$ cat config.mk
export PLATFORM = sky130hd
export DESIGN_NAME = mem_bus_arbiter
export DESIGN_NICKNAME = d
export VERILOG_FILES = /design/src/rtl/mem_bus_arbiter.sv
export SDC_FILE = /design/constraint.sdc
export NUM_CORES = 1
export LEC_CHECK = 0
export CAP_MARGIN = 10
export CORE_ASPECT_RATIO = 1.4
export CORE_UTILIZATION = 41
export CTS_CLUSTER_DIAMETER = 30
export CTS_CLUSTER_SIZE = 40
export DETAILED_ROUTE_END_ITERATION = 10
export HOLD_SLACK_MARGIN = 0.12
export PLACE_DENSITY = 0.94
export SYNTH_ARGS = -nofsm -noshare
export SYNTH_HDL_FRONTEND = slang
export SYNTH_SLANG_ARGS = --single-unit
$ cat constraint.sdc
create_clock -name clk -period 4.5 [get_ports clk]
set_input_delay 0.45 -clock clk [delete_from_list [all_inputs] [get_ports clk]]
set_output_delay 0.45 -clock clk [all_outputs]
set_load 0.005 [all_outputs]
$ cat src/rtl/mem_bus_arbiter.sv
// -----------------------------------------------------------------------------
// mem_bus_arbiter
//
// Shares one single-port 16-bit word memory between the fx68k CPU bus and the
// ESP32 SPI loader word port, and generates the CPU's DTACKn. This lets the
// OSD/loader read and write RAM while the CPU keeps running.
//
// The CPU normally has priority. A saturating starvation counter tracks how
// long an SPI request has been waiting. Once the counter reaches
// SPI_STARVE_LIMIT, the SPI request wins the next arbitration, even if a CPU
// access is also pending.
//
// Parameters
//   ADDR_BITS         word-address width (CPU byte address bits [ADDR_BITS:1])
//   SPI_STARVE_LIMIT  cycles a pending SPI request waits before it beats a
//                     pending CPU access (1..255)
//
// Configuration macro
//   MEM_ARB_SPI_READ_EN
//     defined   : SPI reads strobe mem_re and return data on spi_rdata.
//     undefined : SPI reads are still granted and acked, but mem_re is not
//                 strobed and spi_rdata stays 0. The read path is not built.
//
// Ports
//   clk, reset              single clock; synchronous active-high reset
//   cpu_as_n, cpu_rw        CPU address strobe, 1 = read / 0 = write
//   cpu_uds_n, cpu_lds_n    CPU upper/lower data strobes
//   cpu_a, cpu_dout         CPU word address and write data
//   cpu_din, cpu_dtack_n    registered read data and DTACKn back to the CPU
//   spi_req, spi_we         SPI level request and direction (1 = write)
//   spi_addr, spi_wdata     SPI word address and write data
//   spi_ack, spi_rdata      one-cycle completion pulse and read data
//   mem_addr, mem_we,       memory command. Address, byte enables and data
//   mem_re, mem_be,         hold their last value between accesses; only the
//   mem_wdata               strobes are meaningful.
//   mem_rdata               memory read data, valid one cycle after mem_re
// -----------------------------------------------------------------------------
module mem_bus_arbiter #(
    parameter int ADDR_BITS        = 23,
    parameter int SPI_STARVE_LIMIT = 8
) (
    input  logic                 clk,
    input  logic                 reset,

    // fx68k CPU bus
    input  logic                 cpu_as_n,
    input  logic                 cpu_rw,
    input  logic                 cpu_uds_n,
    input  logic                 cpu_lds_n,
    input  logic [ADDR_BITS-1:0] cpu_a,
    input  logic [15:0]          cpu_dout,
    output logic [15:0]          cpu_din,
    output logic                 cpu_dtack_n,

    // ESP32 SPI loader word port
    input  logic                 spi_req,
    input  logic                 spi_we,
    input  logic [ADDR_BITS-1:0] spi_addr,
    input  logic [15:0]          spi_wdata,
    output logic                 spi_ack,
    output logic [15:0]          spi_rdata,

    // Single-port memory
    output logic [ADDR_BITS-1:0] mem_addr,
    output logic                 mem_we,
    output logic                 mem_re,
    output logic [1:0]           mem_be,
    output logic [15:0]          mem_wdata,
    input  logic [15:0]          mem_rdata
);

    // -------------------------------------------------------------------------
    // Types and constants
    // -------------------------------------------------------------------------
    typedef enum logic [2:0] {
        ST_IDLE     = 3'd0,
        ST_CPU_ACC  = 3'd1,   // memory strobe for the CPU access
        ST_CPU_LAT  = 3'd2,   // memory read latency; DTACKn is asserted here
        ST_CPU_HOLD = 3'd3,   // hold DTACKn until the CPU drops AS
        ST_SPI_ACC  = 3'd4,   // memory strobe for the SPI access
        ST_SPI_LAT  = 3'd5    // memory read latency; ack is issued here
    } state_t;

    localparam logic [7:0] STARVE_LIMIT = 8'(SPI_STARVE_LIMIT);
    localparam logic [7:0] STARVE_MAX   = 8'hFF;

    // -------------------------------------------------------------------------
    // Registers
    // -------------------------------------------------------------------------
    state_t                 r_state;
    logic [7:0]             r_starve_cnt;
    logic                   r_cpu_rd;      // current CPU access is a read

    logic [15:0]            r_cpu_din;
    logic                   r_cpu_dtack_n;
    logic                   r_spi_ack;
    logic [15:0]            r_spi_rdata;

    logic [ADDR_BITS-1:0]   r_mem_addr;
    logic                   r_mem_we;
    logic                   r_mem_re;
    logic [1:0]             r_mem_be;
    logic [15:0]            r_mem_wdata;

`ifdef MEM_ARB_SPI_READ_EN
    logic                   r_spi_rd;      // current SPI access is a read
`endif

    // -------------------------------------------------------------------------
    // Combinational signals
    // -------------------------------------------------------------------------
    state_t                 w_next_state;
    logic                   w_cpu_pend;
    logic                   w_spi_starved;
    logic                   w_spi_waiting;
    logic                   w_grant_cpu;
    logic                   w_grant_spi;

    // A CPU cycle is pending only while DTACKn is still high. This stops the
    // access that is being held in CPU_HOLD from being counted as a new one.
    assign w_cpu_pend    = ~cpu_as_n & (~cpu_uds_n | ~cpu_lds_n) & r_cpu_dtack_n;
    assign w_spi_starved = (r_starve_cnt >= STARVE_LIMIT);

    // The SPI requester is only "waiting" while it is not being served.
    assign w_spi_waiting = spi_req &&
                           (r_state != ST_SPI_ACC) && (r_state != ST_SPI_LAT);

    // -------------------------------------------------------------------------
    // Next-state and grant decode
    // -------------------------------------------------------------------------
    always_comb begin
        // NOTE: every signal gets a default first. A path that does not assign
        // a signal would otherwise infer a latch.
        w_next_state = r_state;
        w_grant_cpu  = 1'b0;
        w_grant_spi  = 1'b0;

        case (r_state)
            ST_IDLE: begin
                if (w_cpu_pend && spi_req) begin
                    // Both want the memory. The CPU wins unless SPI has
                    // waited long enough.
                    if (w_spi_starved) begin
                        w_grant_spi = 1'b1;
                    end else begin
                        w_grant_cpu = 1'b1;
                    end
                end else if (w_cpu_pend) begin
                    w_grant_cpu = 1'b1;
                end else if (spi_req) begin
                    w_grant_spi = 1'b1;
                end

                if (w_grant_cpu) begin
                    w_next_state = ST_CPU_ACC;
                end else if (w_grant_spi) begin
                    w_next_state = ST_SPI_ACC;
                end
            end

            ST_CPU_ACC:  w_next_state = ST_CPU_LAT;
            ST_CPU_LAT:  w_next_state = ST_CPU_HOLD;

            ST_CPU_HOLD: begin
                if (cpu_as_n) begin
                    w_next_state = ST_IDLE;
                end
            end

            ST_SPI_ACC:  w_next_state = ST_SPI_LAT;
            ST_SPI_LAT:  w_next_state = ST_IDLE;

            default:     w_next_state = ST_IDLE;
        endcase
    end

    // -------------------------------------------------------------------------
    // State register
    // -------------------------------------------------------------------------
    always_ff @(posedge clk) begin
        // NOTE: sequential state uses non-blocking assignments only. All
        // registers then update together at the edge, whatever order the
        // blocks are evaluated in.
        if (reset) begin
            r_state <= ST_IDLE;
        end else begin
            r_state <= w_next_state;
        end
    end

    // -------------------------------------------------------------------------
    // Memory command
    // The command is launched on the grant edge, so the strobes are high for
    // exactly the one cycle spent in the ACC state. Address, byte enables and
    // data keep their value afterwards.
    // -------------------------------------------------------------------------
    always_ff @(posedge clk) begin
        if (reset) begin
            r_mem_addr  <= '0;
            r_mem_we    <= 1'b0;
            r_mem_re    <= 1'b0;
            r_mem_be    <= 2'b00;
            r_mem_wdata <= 16'h0000;
            r_cpu_rd    <= 1'b0;
`ifdef MEM_ARB_SPI_READ_EN
            r_spi_rd    <= 1'b0;
`endif
        end else begin
            r_mem_we <= 1'b0;
            r_mem_re <= 1'b0;

            if (w_grant_cpu) begin
                r_mem_addr  <= cpu_a;
                r_mem_be    <= {~cpu_uds_n, ~cpu_lds_n};
                r_mem_wdata <= cpu_dout;
                r_mem_re    <= cpu_rw;
                r_mem_we    <= ~cpu_rw;
                r_cpu_rd    <= cpu_rw;
            end else if (w_grant_spi) begin
                r_mem_addr  <= spi_addr;
                r_mem_be    <= 2'b11;
                r_mem_wdata <= spi_wdata;
                r_mem_we    <= spi_we;
`ifdef MEM_ARB_SPI_READ_EN
                r_mem_re    <= ~spi_we;
                r_spi_rd    <= ~spi_we;
`endif
            end
        end
    end

    // -------------------------------------------------------------------------
    // CPU response: read data capture and DTACKn
    // -------------------------------------------------------------------------
    always_ff @(posedge clk) begin
        if (reset) begin
            r_cpu_din     <= 16'h0000;
            r_cpu_dtack_n <= 1'b1;
        end else begin
            if (r_state == ST_CPU_LAT) begin
                // mem_rdata is valid in this cycle, one cycle after mem_re.
                if (r_cpu_rd) begin
                    r_cpu_din <= mem_rdata;
                end
                r_cpu_dtack_n <= 1'b0;
            end else if ((r_state == ST_CPU_HOLD) && cpu_as_n) begin
                r_cpu_dtack_n <= 1'b1;
            end
        end
    end

    // -------------------------------------------------------------------------
    // SPI response: completion pulse and read data capture
    // -------------------------------------------------------------------------
    always_ff @(posedge clk) begin
        if (reset) begin
            r_spi_ack <= 1'b0;
        end else begin
            r_spi_ack <= (r_state == ST_SPI_LAT);
        end
    end

`ifdef MEM_ARB_SPI_READ_EN
    always_ff @(posedge clk) begin
        if (reset) begin
            r_spi_rdata <= 16'h0000;
        end else if ((r_state == ST_SPI_LAT) && r_spi_rd) begin
            r_spi_rdata <= mem_rdata;
        end
    end
`else
    // Without the read path, spi_rdata is permanently zero.
    always_ff @(posedge clk) begin
        r_spi_rdata <= 16'h0000;
    end
`endif

    // -------------------------------------------------------------------------
    // Starvation counter
    // The counter clears when SPI is granted. It saturates at its maximum, so
    // a long wait can never wrap back to a small value.
    // -------------------------------------------------------------------------
    always_ff @(posedge clk) begin
        if (reset) begin
            r_starve_cnt <= 8'd0;
        end else if (w_grant_spi) begin
            r_starve_cnt <= 8'd0;
        end else if (w_spi_waiting && (r_starve_cnt != STARVE_MAX)) begin
            r_starve_cnt <= r_starve_cnt + 8'd1;
        end
    end

    // -------------------------------------------------------------------------
    // Outputs
    // -------------------------------------------------------------------------
    assign cpu_din     = r_cpu_din;
    assign cpu_dtack_n = r_cpu_dtack_n;
    assign spi_ack     = r_spi_ack;
    assign spi_rdata   = r_spi_rdata;
    assign mem_addr    = r_mem_addr;
    assign mem_we      = r_mem_we;
    assign mem_re      = r_mem_re;
    assign mem_be      = r_mem_be;
    assign mem_wdata   = r_mem_wdata;

endmodule
# Word-level counts from Yosys, hierarchy flattened
# Index checks and enable logic that the tools add are counted.
[word_totals]
latchBits = 0
memories = 0
regBits = 73
elab_cells = 68
rom_bits = 0
out_inout_bits = 77
ram_bits = 0
in_bits = 102
[classes]
n_shift = 0
eq_ne = 10
bitwise_logic = 8
n_reduce_logical = 12
muxes = 25
div = 0
add_sub_neg = 1
mul = 0
order_cmp = 1
[op_table]
columns = ["cell", "count"]
rows = [
  ["23-bit two-way mux", 2],
  ["16-bit two-way mux", 2],
  ["1-bit two-way mux", 15],
  ["3-bit case mux with 5 select lines", 1],
  ["3-bit two-way mux", 3],
  ["8-bit by 1-bit adder with 8-bit output (second input constant)", 1],
  ["8-bit by 4-bit >= comparator with 1-bit output (second input constant)", 1],
  ["8-bit != test (second input constant)", 1],
  ["3-bit by 2-bit == test with 1-bit output (second input constant)", 2],
  ["3-bit == test (second input constant)", 2],
  ["3-bit != test (second input constant)", 2],
  ["1-bit logical AND", 5],
  ["1-bit inverter", 5],
  ["2-bit two-way mux", 2],
  ["2-bit AND reduction", 2],
  ["2-bit nonzero test", 2],
  ["2-bit OR reduction", 2],
  ["3-bit by 1-bit == test with 1-bit output (second input constant)", 1],
  ["3-bit logical NOT", 1],
  ["3-bit by 1-bit != test with 1-bit output (second input constant)", 1],
  ["1-bit bitwise AND", 2],
  ["2-bit != test (second input constant)", 1],
  ["1-bit bitwise OR", 1],
]

# Longest topological paths before layout
[logic_depth]
depth_word = 10
ltp_mapped = 7

# Worst setup path before layout
# OpenSTA, ideal clock, no wires.
[synth_timing]
path_kind = "input-to-reg"
startpoint = "input port cpu_as_n"
endpoint = "register r_mem_addr[10], in the netlist mem_addr[10]"
arrival_time_ns = 1.492
path_stages = 6
path_slack_ns = 2.886
setup_ns = 0.122
required_ns = 4.378
cell_sequence = "nor2b_1 a21o_1 a21oi_1 buf_2 buf_2 a221o_1"
[synth_between]
elab_chain_len = 8
[synth_lines]
columns = ["element", "line", "text"]
rows = [
  ["from (decl)", "46", "input logic cpu_as_n,"],
  ["1-bit inverter *", "121", "assign w_cpu_pend = ~cpu_as_n & (~cpu_uds_n | ~cpu_lds_n) & r_cpu_dtack_n;"],
  ["1-bit bitwise AND * (2 in a row)", "121", ""],
  ["1-bit two-way mux or 1-bit logical AND (tied branches)", "148, 140", ""],
  ["1-bit two-way mux", "140", "if (w_cpu_pend && spi_req) begin"],
  ["1-bit two-way mux (2 in a row)", "138", "case (r_state)"],
  ["23-bit two-way mux or 2-bit nonzero test (tied branches)", "-", ""],
  ["to (signal assigned)", "213", "r_mem_addr <= cpu_a;"],
  ["to (signal assigned)", "220", "r_mem_addr <= spi_addr;"],
  ["to (decl)", "99", "logic [ADDR_BITS-1:0] r_mem_addr;"],
]
# Every way passes the cells marked *; elsewhere a longest branch is shown, timed or not. The select of a mux whose other input is x is not followed.
# A chain may end at the register's enable or synchronous reset.

# Final worst setup path
[layout_timing]
startpoint = "input port cpu_uds_n"
endpoint = "register r_mem_addr[15], in the netlist mem_addr[15]"
[layout_between]
elab_chain_len = 9
[layout_lines]
columns = ["element", "line", "text"]
rows = [
  ["from (decl)", "48", "input logic cpu_uds_n,"],
  ["1-bit inverter *", "121", ""],
  ["1-bit bitwise OR *", "121", ""],
  ["1-bit bitwise AND * (2 in a row)", "121", ""],
  ["1-bit two-way mux or 1-bit logical AND (tied branches)", "148, 140", ""],
  ["1-bit two-way mux", "140", ""],
  ["1-bit two-way mux (2 in a row)", "138", ""],
  ["23-bit two-way mux or 2-bit nonzero test (tied branches)", "-", ""],
]
# Marked as above.

==> metrics <==
hold_buf cts=0; Rows=37; Setup Buffers After CTS=0; Critical Path Source Type=input port; hold endpoint=cpu_din[4]; Cell Pwr Density=327 nW/um^2; DR pass1 iterations=4; Die X-Extent=76.4 um; Synth Area in Compound Gates=20.6%; Worst Tran Pin Value=1.05 ns; Clock Skew=0.0138 ns; final worst setup slack=2.35 ns; xor and xnor fraction of the mapped netlist area=0.276%; worst r2r path cells=3; sequential-to-total area share from yosys stat=46.0%; synthesis-to-finish area growth=54.9%; post-synthesis register bit count=73; status=complete, no violations; DRC violations left=0; critical path arrival=2.44 ns; Initial DRC Count=153; fmax=464 MHz; Largest stage delay, worst path=0.82 ns; DR WL met3=494 um; Cells after Synth=334; asr flop ratio synth=0%; cts bufs inserted=9; post-DR wirelength/cell=16.2 um; CTS tree=built; fraction of layout cells with a size suffix above 1=6.39%; Fin. Hold Viols=0; crit-path max FO=39; CP Class=input port to register; RR Endpoint=mem_addr[15]; mux share of post-synthesis cell area=0.945%; full die area=8110 sq um; diode count=0; Setup crit start=cpu_uds_n; Port Buf Inserts=162; Worst-path clk slew=0.08 ns; YS warnings=0; Post-Place Worst Slack=1.96 ns; Sink Count=73; GRT Overall Usage=23.1%; Worst Setup End Kind=register; via count=3113; Worst Hold Class=register to register; fin area=4920 sq um; Post-Route WL=9.45 mm; largest family of logic cells by synthesized area=simple AND/OR/NAND/NOR gates; first-pass GRT wire length=14.6 mm; post-DP HPWL=6.95 mm; RSZ-0062 raised after global routing=no; max-slew violations=0; Root Buffer Master=clkbuf_8; Hold WS=0.457 ns; Crit Reg-Reg Startpoint=r_state[1]; NumNets Final=585; clock power share=28.5%; slowest stage cell, crit path=a21oi_4; CTS resizes=0; CTS H-tree lvls=3; drt via density=5.35; fin util=66.4%; Leak=1.98 nW; Sw Share=27.4%; metal2 WL=4.94 mm; Remaining Overflow, GRT=0; Internal=1.17 mW; number of routed nets with antenna violations=0; final setup violation count=0; top sig layer=met4; Post-Place Cell Area=4750 sq um; Worst-Skew Late Latency=0.36 ns; antenna violations before repair=0; area of the mapped netlist=3180 sq um; vias in the first global route=3016; GP Congestion=0.852; Main synth FF type=dfxtp_1; largest net degree at the start of global routing=41; number of synthesized flops with an enable pin=0; min-delay src=cpu_din[4]; sequential share of power=47.2%; fill count=584; post-synthesis adder-cell area fraction=0.788%; crit path time final=2.15 ns; reg2reg setup slack=2.56 ns; total negative slack=0 ns; initial core utilization=42.9%; placeable core region=7410 sq um; max cap viols=0; hold depth=2; fin crit share=47.9%; Max Buffers Root-to-Sink=2; Worst Path Required=4.79 ns; peak supply drop=251 uV; Synth Area in Simple Gates=21.8%; crit path cell chain=clkdlybuf4s50_1 > nand2_1 > a21o_1 > a21oi_4 > a221o_1; Syn Area/Cell=9.51 sq um; wl on met1=3.73 mm; Cell variety after synth=42; max_slew headroom=30.1%; Die H=106 um; Logic pwr share=24.3%; net switching power figure=440 uW; I/O pins=179
## through the flow
step	power, mW	instances
floorplan	0.934	349
global placement	1.15	567
detailed placement	1.17	567
CTS	1.62	582
global route	1.68	582
finish	1.61	582
## state kept, by name, summed over array words and instances (netlist names)
register / flops
mem_addr: 23
cpu_din: 16
mem_wdata: 16
r_starve_cnt: 8
r_state: 3
mem_be: 2
cpu_dtack_n: 1
mem_re: 1
mem_we: 1
r_cpu_rd: 1
spi_ack: 1
## layout by cell type (no fill, tap or decap), types with 2 or more instances in the layout
cell type / n
nand3_1: 2
a221oi_1: 3
o21ai_0: 2
dfxtp_1: 73
and4_1: 2
nor3b_1: 2
a21oi_1: 16
a31oi_1: 5
and2_1: 3
a221o_1: 39
a21o_1: 3
nor4_1: 2
inv_1: 7
clkbuf_8: 10
and3_1: 42
nor2_1: 11
nor2b_1: 2
nand2b_1: 4
clkinv_2: 3
nor3_1: 2
buf_4: 4
o21bai_1: 2
ha_1: 2
clkdlybuf4s50_1: 162
conb_1: 16
clkinv_4: 2
nor3_2: 5
nand2_1: 38
nand4_1: 5
mux2i_1: 3
## layout make-up
class | count | area (sq um) | share of cell area [%]
Timing Repair Buffer | 166 | 1650 | 33.6
Multi-Input combinational cell | 224 | 1490 | 30.3
Inverter | 7 | 26.3 | 0.534
Sequential cell | 73 | 1460 | 29.7
Clock inverter | 5 | 32.5 | 0.661
Tap cell | 97 | 121 | 2.47
Clock buffer | 10 | 138 | 2.80
## worst max-delay path by stage
| stage | depth (start not counted) | end | slack, ns |
|---|---|---|---|
| floorplan | 6 | mem_addr[10] | 2.89 |
| global placement | 5 | mem_wdata[11] | 2.08 |
| detailed placement | 5 | mem_addr[5] | 1.96 |
| CTS | 5 | mem_addr[15] | 2.35 |
| global route | 5 | mem_addr[15] | 2.23 |
| finish | 5 | mem_addr[15] | 2.35 |
## power groups by stage
stage                     sequential (mW)  combinational, mW  clock (mW)
final                               0.759              0.391       0.458
after global routing                0.767              0.422       0.493
after CTS                           0.758              0.395       0.471
after detailed placement            0.772              0.394           0
after global placement              0.770              0.381           0
after floorplan                     0.763              0.171           0
## synthesized netlist by cell type, drive strengths merged, types with 3 or more instances
master | instances | area share (%)
dfxtp | 73 | 46
and3 | 42 | 8.3
a221o | 39 | 12
nand2 | 38 | 4.5
buf | 34 | 7.3
a21oi | 17 | 2.7
nor2 | 12 | 1.5
clkbuf | 11 | 1.3
inv | 7 | 0.83
nor3 | 7 | 1.9
a31oi | 5 | 0.98
nand4 | 5 | 0.98
nand2b | 4 | 0.79
a21o | 3 | 0.71
a221oi | 3 | 0.83
and2 | 3 | 0.59
mux2i | 3 | 0.95
nor4 | 3 | 0.79
o21ai | 3 | 0.47
## metal layers
| metal | vias up | global-route usage (%) |
|---|---|---|
| met5 | - | 0 |
| met4 | 0 | 14.1 |
| met3 | 23 | 3.86 |
| met2 | 124 | 41.5 |
| met1 | 1474 | 25.0 |
| li1 | 1492 | - |
## worst max-delay path: cells and delay by family
kind | cells | cell delay (ns)
compound gates | 3 | 1.35
buf+inv | 1 | 0.49
simple gates | 1 | 0.13
## logic make-up (layout without fill, tap and decap cells)
kind of cell    after synthesis  after routing
other cells                   1             16
xor+xnor                      1              1
compound gates               78             78
fa+ha+maj                     2              2
buf+inv                      52            188
flops                        73             73
mux                           3              3
simple gates                124            124
Power figures use the tool's default switching activity.
